[src/rtl/riscv_irq_pkg.sv]
// Shared types and constants for the CPU-side interrupt responder.
//  - irq_state_e : responder FSM state encoding
//  - NMI_CAUSE   : mcause value reported while an NMI handler runs
//  - int_cause() : mcause value for a maskable source (interrupt bit + source number)
package riscv_irq_pkg;

  localparam int unsigned CORE_XLEN  = 32;
  localparam int unsigned CORE_IRQ_W = 3;

  typedef enum logic [2:0] {
    ST_IDLE     = 3'd0,
    ST_PEND_INT = 3'd1,
    ST_PEND_NMI = 3'd2,
    ST_TAKE     = 3'd3,
    ST_ISR      = 3'd4,
    ST_NMI_ISR  = 3'd5
  } irq_state_e;

  localparam logic [CORE_XLEN-1:0] NMI_CAUSE = {1'b1, 31'h7FF};

  // Interrupt bit in the MSB, source number in the low bits.
  function automatic logic [CORE_XLEN-1:0] int_cause(input logic [CORE_IRQ_W-1:0] num);
    return {1'b1, {(CORE_XLEN - 1 - CORE_IRQ_W){1'b0}}, num};
  endfunction

endpackage

[src/rtl/irq_responder_if.sv]
// Request/redirect bundle between the PIC, the core pipeline and irq_responder.
//  slave  : responder side (takes requests and core status, drives ack/redirect/CSR view)
//  master : environment side (PIC + core)
interface irq_responder_if
  import riscv_irq_pkg::*;
#(
  parameter int unsigned XLEN  = CORE_XLEN,
  parameter int unsigned IRQ_W = CORE_IRQ_W
);
  logic             en_inter;
  logic             en_nmi;
  logic             int_i;
  logic [IRQ_W-1:0] int_num_i;
  logic             nmi_i;
  logic             boundary_i;
  logic [XLEN-1:0]  pc_i;
  logic             mret_i;
  logic             int_ack_o;
  logic [IRQ_W-1:0] ack_num_o;
  logic             redirect_o;
  logic [XLEN-1:0]  redirect_pc_o;
  logic             flush_o;
  logic [XLEN-1:0]  mepc_o;
  logic [XLEN-1:0]  mcause_o;
  logic             in_service_o;

  modport slave (
    input  en_inter, en_nmi, int_i, int_num_i, nmi_i, boundary_i, pc_i, mret_i,
    output int_ack_o, ack_num_o, redirect_o, redirect_pc_o, flush_o,
           mepc_o, mcause_o, in_service_o
  );

  modport master (
    output en_inter, en_nmi, int_i, int_num_i, nmi_i, boundary_i, pc_i, mret_i,
    input  int_ack_o, ack_num_o, redirect_o, redirect_pc_o, flush_o,
           mepc_o, mcause_o, in_service_o
  );
endinterface

[src/rtl/irq_vector_calc.sv]
// Maskable vector address: VEC_BASE + num * VEC_STRIDE, wrapping mod 2^XLEN.
//  num_i : source number
//  vec_c : vector address (combinational)
module irq_vector_calc
  import riscv_irq_pkg::*;
#(
  parameter int unsigned      XLEN       = CORE_XLEN,
  parameter int unsigned      IRQ_W      = CORE_IRQ_W,
  parameter logic [XLEN-1:0]  VEC_BASE   = XLEN'(32'h0000_0040),
  parameter int unsigned      VEC_STRIDE = 4
) (
  input  logic [IRQ_W-1:0] num_i,
  output logic [XLEN-1:0]  vec_c
);

  assign vec_c = VEC_BASE + XLEN'(num_i) * XLEN'(VEC_STRIDE);

endmodule

[src/rtl/irq_responder.sv]
// CPU-side interrupt responder: holds PIC / NMI requests until an instruction boundary,
// saves the return PC, acks the PIC, redirects fetch, and restores the PC on mret.
// One nesting level: an NMI may preempt a maskable handler.
//  clk_i : core clock
//  rst   : synchronous reset, active-high
//  bus   : irq_responder_if.slave (requests, boundary/pc/mret in; ack, redirect, CSR view out)
module irq_responder
  import riscv_irq_pkg::*;
#(
  parameter int unsigned      XLEN       = CORE_XLEN,
  parameter int unsigned      IRQ_W      = CORE_IRQ_W,
  parameter logic [XLEN-1:0]  VEC_BASE   = XLEN'(32'h0000_0040),
  parameter int unsigned      VEC_STRIDE = 4,
  parameter logic [XLEN-1:0]  NMI_VEC    = XLEN'(32'h0000_0020)
) (
  input  logic           clk_i,
  input  logic           rst,
  irq_responder_if.slave bus
);

  irq_state_e       state_q, state_d;
  logic [IRQ_W-1:0] num_q, num_d;
  logic [XLEN-1:0]  epc_q, epc_d;
  logic [XLEN-1:0]  nmi_epc_q, nmi_epc_d;
  logic             nested_q, nested_d;
  logic             take_nmi_q, take_nmi_d;
  logic             nmi_pend_q, nmi_pend_d;
  logic             nmi_q;
  logic             int_ack_q, int_ack_d;
  logic [IRQ_W-1:0] ack_num_q, ack_num_d;
  logic             redirect_q, redirect_d;
  logic [XLEN-1:0]  redirect_pc_q, redirect_pc_d;
  logic [XLEN-1:0]  mepc_q, mepc_d;
  logic [XLEN-1:0]  mcause_q, mcause_d;
  logic             in_service_q, in_service_d;
  logic [XLEN-1:0]  int_vec_c;
  logic             nmi_rise_c;
  logic             nmi_clr_c;

  irq_vector_calc #(
    .XLEN      (XLEN),
    .IRQ_W     (IRQ_W),
    .VEC_BASE  (VEC_BASE),
    .VEC_STRIDE(VEC_STRIDE)
  ) u_vec (
    .num_i(num_q),
    .vec_c(int_vec_c)
  );

  // nmi_q resets high so an NMI held through reset needs a fresh edge.
  assign nmi_rise_c = bus.nmi_i & ~nmi_q & bus.en_nmi;

  // Next state, capture registers and registered-output values.
  always_comb begin
    state_d       = state_q;
    num_d         = num_q;
    epc_d         = epc_q;
    nmi_epc_d     = nmi_epc_q;
    nested_d      = nested_q;
    take_nmi_d    = take_nmi_q;
    nmi_clr_c     = 1'b0;
    int_ack_d     = 1'b0;
    ack_num_d     = '0;
    redirect_d    = 1'b0;
    redirect_pc_d = '0;

    unique case (state_q)
      ST_IDLE: begin
        if (nmi_pend_q) begin
          state_d = ST_PEND_NMI;
        end else if (bus.int_i && bus.en_inter) begin
          state_d = ST_PEND_INT;
          num_d   = bus.int_num_i;
        end
      end
      ST_PEND_INT: begin
        if (!bus.int_i || !bus.en_inter) begin
          state_d = ST_IDLE;
        end else if (nmi_pend_q) begin
          state_d = ST_PEND_NMI;
        end else if (bus.boundary_i) begin
          state_d       = ST_TAKE;
          epc_d         = bus.pc_i;
          take_nmi_d    = 1'b0;
          redirect_d    = 1'b1;
          redirect_pc_d = int_vec_c;
          int_ack_d     = 1'b1;
          ack_num_d     = num_q;
        end
      end
      ST_PEND_NMI: begin
        if (bus.boundary_i) begin
          state_d = ST_TAKE;
          // A preempted maskable handler keeps its epc; the NMI saves into its own slot.
          if (nested_q) nmi_epc_d = bus.pc_i;
          else          epc_d     = bus.pc_i;
          take_nmi_d    = 1'b1;
          nmi_clr_c     = 1'b1;
          redirect_d    = 1'b1;
          redirect_pc_d = NMI_VEC;
        end
      end
      ST_TAKE: begin
        state_d = take_nmi_q ? ST_NMI_ISR : ST_ISR;
      end
      ST_ISR: begin
        // mret outranks a pending NMI; that NMI is then taken from IDLE.
        if (bus.mret_i) begin
          state_d       = ST_IDLE;
          redirect_d    = 1'b1;
          redirect_pc_d = epc_q;
        end else if (nmi_pend_q) begin
          state_d  = ST_PEND_NMI;
          nested_d = 1'b1;
        end
      end
      ST_NMI_ISR: begin
        if (bus.mret_i) begin
          redirect_d    = 1'b1;
          redirect_pc_d = nested_q ? nmi_epc_q : epc_q;
          nested_d      = 1'b0;
          state_d       = nested_q ? ST_ISR : ST_IDLE;
        end
      end
      default: state_d = ST_IDLE;
    endcase

    // A new edge in the same cycle as the take stays pending.
    nmi_pend_d = (nmi_pend_q & ~nmi_clr_c) | nmi_rise_c;

    // Handler view tracks the state being entered; a preempted maskable ISR stays
    // visible until the NMI handler actually starts.
    in_service_d = 1'b0;
    mepc_d       = '0;
    mcause_d     = '0;
    if (state_d == ST_NMI_ISR) begin
      in_service_d = 1'b1;
      mepc_d       = nested_d ? nmi_epc_d : epc_d;
      mcause_d     = XLEN'(NMI_CAUSE);
    end else if (state_d == ST_ISR ||
                 ((state_d == ST_PEND_NMI || state_d == ST_TAKE) && nested_d)) begin
      in_service_d = 1'b1;
      mepc_d       = epc_d;
      mcause_d     = XLEN'(int_cause(CORE_IRQ_W'(num_d)));
    end
  end

  // State and output registers.
  always_ff @(posedge clk_i) begin
    if (rst) begin
      state_q       <= ST_IDLE;
      num_q         <= '0;
      epc_q         <= '0;
      nmi_epc_q     <= '0;
      nested_q      <= 1'b0;
      take_nmi_q    <= 1'b0;
      nmi_pend_q    <= 1'b0;
      nmi_q         <= 1'b1;
      int_ack_q     <= 1'b0;
      ack_num_q     <= '0;
      redirect_q    <= 1'b0;
      redirect_pc_q <= '0;
      mepc_q        <= '0;
      mcause_q      <= '0;
      in_service_q  <= 1'b0;
    end else begin
      state_q       <= state_d;
      num_q         <= num_d;
      epc_q         <= epc_d;
      nmi_epc_q     <= nmi_epc_d;
      nested_q      <= nested_d;
      take_nmi_q    <= take_nmi_d;
      nmi_pend_q    <= nmi_pend_d;
      nmi_q         <= bus.nmi_i;
      int_ack_q     <= int_ack_d;
      ack_num_q     <= ack_num_d;
      redirect_q    <= redirect_d;
      redirect_pc_q <= redirect_pc_d;
      mepc_q        <= mepc_d;
      mcause_q      <= mcause_d;
      in_service_q  <= in_service_d;
    end
  end

  assign bus.int_ack_o     = int_ack_q;
  assign bus.ack_num_o     = ack_num_q;
  assign bus.redirect_o    = redirect_q;
  assign bus.redirect_pc_o = redirect_pc_q;
  assign bus.flush_o       = redirect_q;
  assign bus.mepc_o        = mepc_q;
  assign bus.mcause_o      = mcause_q;
  assign bus.in_service_o  = in_service_q;

endmodule

[src/flat_wrapper.sv]
// flat-port wrapper written by rule: the top's interface ports become plain ports
module irq_responder_flat import riscv_irq_pkg::*;
#(
  parameter int unsigned      XLEN       = CORE_XLEN,
  parameter int unsigned      IRQ_W      = CORE_IRQ_W,
  parameter logic [XLEN-1:0]  VEC_BASE   = XLEN'(32'h0000_0040),
  parameter int unsigned      VEC_STRIDE = 4,
  parameter logic [XLEN-1:0]  NMI_VEC    = XLEN'(32'h0000_0020)
)
  (clk_i, rst, bus_en_inter, bus_en_nmi, bus_int_i, bus_int_num_i, bus_nmi_i, bus_boundary_i, bus_pc_i, bus_mret_i, bus_int_ack_o, bus_ack_num_o, bus_redirect_o, bus_redirect_pc_o, bus_flush_o, bus_mepc_o, bus_mcause_o, bus_in_service_o);
  irq_responder_if #(.XLEN(XLEN), .IRQ_W(IRQ_W)) bus_i ();
  input  logic clk_i;
  input  logic rst;
  input wire logic [$bits(bus_i.en_inter)-1:0] bus_en_inter;
  input wire logic [$bits(bus_i.en_nmi)-1:0] bus_en_nmi;
  input wire logic [$bits(bus_i.int_i)-1:0] bus_int_i;
  input wire logic [$bits(bus_i.int_num_i)-1:0] bus_int_num_i;
  input wire logic [$bits(bus_i.nmi_i)-1:0] bus_nmi_i;
  input wire logic [$bits(bus_i.boundary_i)-1:0] bus_boundary_i;
  input wire logic [$bits(bus_i.pc_i)-1:0] bus_pc_i;
  input wire logic [$bits(bus_i.mret_i)-1:0] bus_mret_i;
  output wire logic [$bits(bus_i.int_ack_o)-1:0] bus_int_ack_o;
  output wire logic [$bits(bus_i.ack_num_o)-1:0] bus_ack_num_o;
  output wire logic [$bits(bus_i.redirect_o)-1:0] bus_redirect_o;
  output wire logic [$bits(bus_i.redirect_pc_o)-1:0] bus_redirect_pc_o;
  output wire logic [$bits(bus_i.flush_o)-1:0] bus_flush_o;
  output wire logic [$bits(bus_i.mepc_o)-1:0] bus_mepc_o;
  output wire logic [$bits(bus_i.mcause_o)-1:0] bus_mcause_o;
  output wire logic [$bits(bus_i.in_service_o)-1:0] bus_in_service_o;
  assign bus_i.en_inter = bus_en_inter;
  assign bus_i.en_nmi = bus_en_nmi;
  assign bus_i.int_i = bus_int_i;
  assign bus_i.int_num_i = bus_int_num_i;
  assign bus_i.nmi_i = bus_nmi_i;
  assign bus_i.boundary_i = bus_boundary_i;
  assign bus_i.pc_i = bus_pc_i;
  assign bus_i.mret_i = bus_mret_i;
  assign bus_int_ack_o = bus_i.int_ack_o;
  assign bus_ack_num_o = bus_i.ack_num_o;
  assign bus_redirect_o = bus_i.redirect_o;
  assign bus_redirect_pc_o = bus_i.redirect_pc_o;
  assign bus_flush_o = bus_i.flush_o;
  assign bus_mepc_o = bus_i.mepc_o;
  assign bus_mcause_o = bus_i.mcause_o;
  assign bus_in_service_o = bus_i.in_service_o;
  irq_responder #(.XLEN(XLEN), .IRQ_W(IRQ_W), .VEC_BASE(VEC_BASE), .VEC_STRIDE(VEC_STRIDE), .NMI_VEC(NMI_VEC)) u_core (.clk_i(clk_i), .rst(rst), .bus(bus_i));
endmodule
[config.mk]
export PLATFORM = sky130hd
export DESIGN_NAME = irq_responder_flat
export DESIGN_NICKNAME = d
export VERILOG_FILES = /design/src/rtl/riscv_irq_pkg.sv /design/src/rtl/irq_responder_if.sv /design/src/rtl/irq_vector_calc.sv /design/src/rtl/irq_responder.sv /design/src/flat_wrapper.sv
export SDC_FILE = /design/constraint.sdc
export NUM_CORES = 1
export LEC_CHECK = 0
export CAP_MARGIN = 20
export CORE_ASPECT_RATIO = 0.8
export CORE_UTILIZATION = 40
export DETAILED_ROUTE_END_ITERATION = 7
export DONT_BUFFER_PORTS = 1
export SLEW_MARGIN = 10
export SYNTH_ARGS = -nofsm -noshare
export SYNTH_HDL_FRONTEND = slang
export SYNTH_SLANG_ARGS = --single-unit
[constraint.sdc]
create_clock -name clk_i -period 3 [get_ports clk_i]
set_clock_uncertainty 0.1 [all_clocks]
set_input_delay 0.3 -clock clk_i [delete_from_list [all_inputs] [get_ports clk_i]]
set_output_delay 0.3 -clock clk_i [all_outputs]
set_load 0.01 [all_outputs]
==> reports/results.ini <==
[status]
status=finished, final reports clean

[cells_and_area]
fin_cells=749
final_area_um2=6399
area_delta_synth_final_pct=20.02
num-fill-cells=1124
num_antenna_cells=0
final_util=0.4954
final_layout_size_suffix_gt1_frac=0.09233
finalNetCount=604

[floorplanning]
dieArea_um2=13800
die_w_um=131.1
core-area_um2=12920
die_h_um=105.3
initial_core_util=0.4128
rows=37
io_pins=146

[global_routing]
grt_usage=0.1928
use_met1=0.2381
first_global_vias=3781
met2_usage=0.3050
grt.busiest_layer=met2
grt_pass1_wl_um=19690
grt_overflow_total=0
grt_start_max_net_pins=79
use_met3=0.06751
antenna_found_initial=0

[place]
port_buffers=0
pre_cts_slack_ns=0.4952
place_hpwl_um=7699
routabilityCongestion=0.7663
placed_area_um2=5339
dp.cells=680

[sta]
max_freq_ghz=0.3939
hold_viol_final=0
setup_ws_ns=0.4615
min_period_ns=2.539
setup-tns-final_ns=0
relSlewSlack=0.4955
slew_viol_final=0
setup_viol=0
rsz0062_at_grt=no
whs_ns=0.02422
fin_crit_sh=0.8462
max_slew.worst_pin.slew_ns=0.7557

[worst_setup_path]
worstPathArrival_ns=2.73
endpoint_kind=flop
critPathLaunchType=flop
worst-setup-path-type=reg -> reg
required_ns=3.19
worstPathMaxFanout=18

[yosys]
postSynthAreaPerCell_um2=9.873
yosys_most_used_dff=dfxtp_1
syn_area_um2=5331
synth_edf_count=0
synth_cell_type_count=39
ys_async_sr_fraction=0
yosys_register_bits=148
synthCells=540
ys_warn_count=0
ys_seq_area_frac=0.5557

[hold_path]
hold_path_class=in -> reg

[clock_network]
cts.sinks=148
root_buffer=clkbuf_16
numCtsBuffers=17
cts_tree=built
htreeDepth=4
path_clk_slew_ns=0.06
clk_latency_ns=0.42
cts.path.max_buffers=2
cts_resized=0

[route]
drt_iter0_drc=216
via_count=3780
wl_per_cell_um=16.74
drcViolationCount=0
drt_first_pass_iters=4
drt_wl_total_um=12540
postRouteAntennaNets=0
via_per_inst=5.047

[flow_run]
max_cap_violations=0

[power]
p_leak_nw=2.781
vdd.ir_drop.worst_mv=0.3702
powerDensity_nw_per_um2=709.4
power_mw=4.539

==> state kept, by name, summed over array words and instances (netlist names) <==
register and flops:
u_core.take_nmi_q 1, u_core.epc_q 32, u_core.bus.flush_o 1, u_core.bus.int_ack_o 1, u_core.bus.in_service_o 1, u_core.bus.mcause_o 4
u_core.nmi_pend_q 1, u_core.num_q 3, u_core.nmi_epc_q 32, u_core.bus.ack_num_o 3, u_core.state_q 3, u_core.bus.mepc_o 32
u_core.bus.redirect_pc_o 32, u_core.nested_q 1, u_core.nmi_q 1
==> logic make-up after synthesis <==
family,after synthesis,share of synthesized area
AND/OR/NAND/NOR,165,0.1352
other,1,0.0007034
buffers and inverters,68,0.07486
AO/OA/AOI/OAI,86,0.09739
flip-flops,148,0.5557
multiplexers,72,0.1361
==> final timing paths <==
path	startpoint	cells after the start	slack [ns]	endpoint
setup / recovery	u_core.state_q[1]	6	0.46	u_core.bus.mepc_o[6]
setup reg to reg	u_core.state_q[1]	6	0.46	u_core.bus.mepc_o[6]
hold / removal	rst	2	0.02	u_core.bus.mcause_o[10]
hold reg to reg	u_core.nmi_epc_q[27]	2	0.35	u_core.bus.redirect_pc_o[27]
==> cell usage after synthesis (3+ instances only) <==
cell      instances  area, um^2
inv_1             4       15.01
buf_6             3       33.78
mux2i_1          71       710.7
nor2_1           78       292.8
o31ai_1           3       22.52
buf_2             4       20.02
o22ai_1          32       200.2
buf_4            31       232.7
a21oi_1          34       170.2
or3_1             3       18.77
nand2_1          62       232.7
clkbuf_1         22       82.58
o21bai_1          4       30.03
o21ai_0           4       20.02
buf_1             4       15.01
dfxtp_1         148        2963
and2_1            5       31.28
==> repair_timing <==
action	in CTS	in global routing
hold buffers	37	0
hold endpoints to repair	101	0
buffers inserted	0	0
==> layer usage <==
layer | up-vias | wire length, um | part of all wire
li1 | 1820 | - | -
met3 | 12 | 881 | 0.070
met5 | - | 0 | 0
met1 | 1831 | 5530 | 0.44
met2 | 117 | 5958 | 0.48
met4 | 0 | 170 | 0.014
==> layout make-up <==
cell class / count / area, um^2 / share of cell area
Clock buffer: 19 / 442.9 / 0.06922
Clock inverter: 13 / 229.0 / 0.03578
Inverter: 4 / 15.01 / 0.002346
Multi-Input combinational cell: 343 / 2067 / 0.3230
Sequential cell: 148 / 2963 / 0.4630
Tap cell: 175 / 219.0 / 0.03422
Timing Repair Buffer: 47 / 462.9 / 0.07235
==> critical path, stage by stage (launching register included) <==
cell	delay (ns)
dfxtp_1	0.51
nand4bb_4	0.25
or4b_4	0.16
o21a_2	0.55
buf_4	0.42
mux2i_1	0.28
o22ai_1	0.12
==> layout by cell type (no fill, tap or decap), types with 2 or more instances in the layout <==
master,synthesis,routed
dfxtp_1,148,148
nor2_1,78,77
mux2i_1,71,71
nand2_1,62,62
dlygate4sd3_1,0,36
a21oi_1,34,34
o22ai_1,32,32
conb_1,1,20
clkbuf_16,0,17
buf_4,31,10
bufinv_16,0,6
and2_1,5,5
inv_1,4,4
o21ai_0,4,4
o21bai_1,4,4
or3_1,3,3
o31ai_1,3,3
clkinv_2,0,3
or2_2,1,2
nor3_1,2,2
nor3b_1,2,2
nor2b_1,2,2
a21o_1,2,2
clkinv_4,0,2
==> power breakdown <==
group          switching, mW  internal, mW
logic                 0.0850        0.0710
registers             0.0134          1.98
clock network          0.806          1.58
No activity file was read; power rests on OpenSTA's default activity.
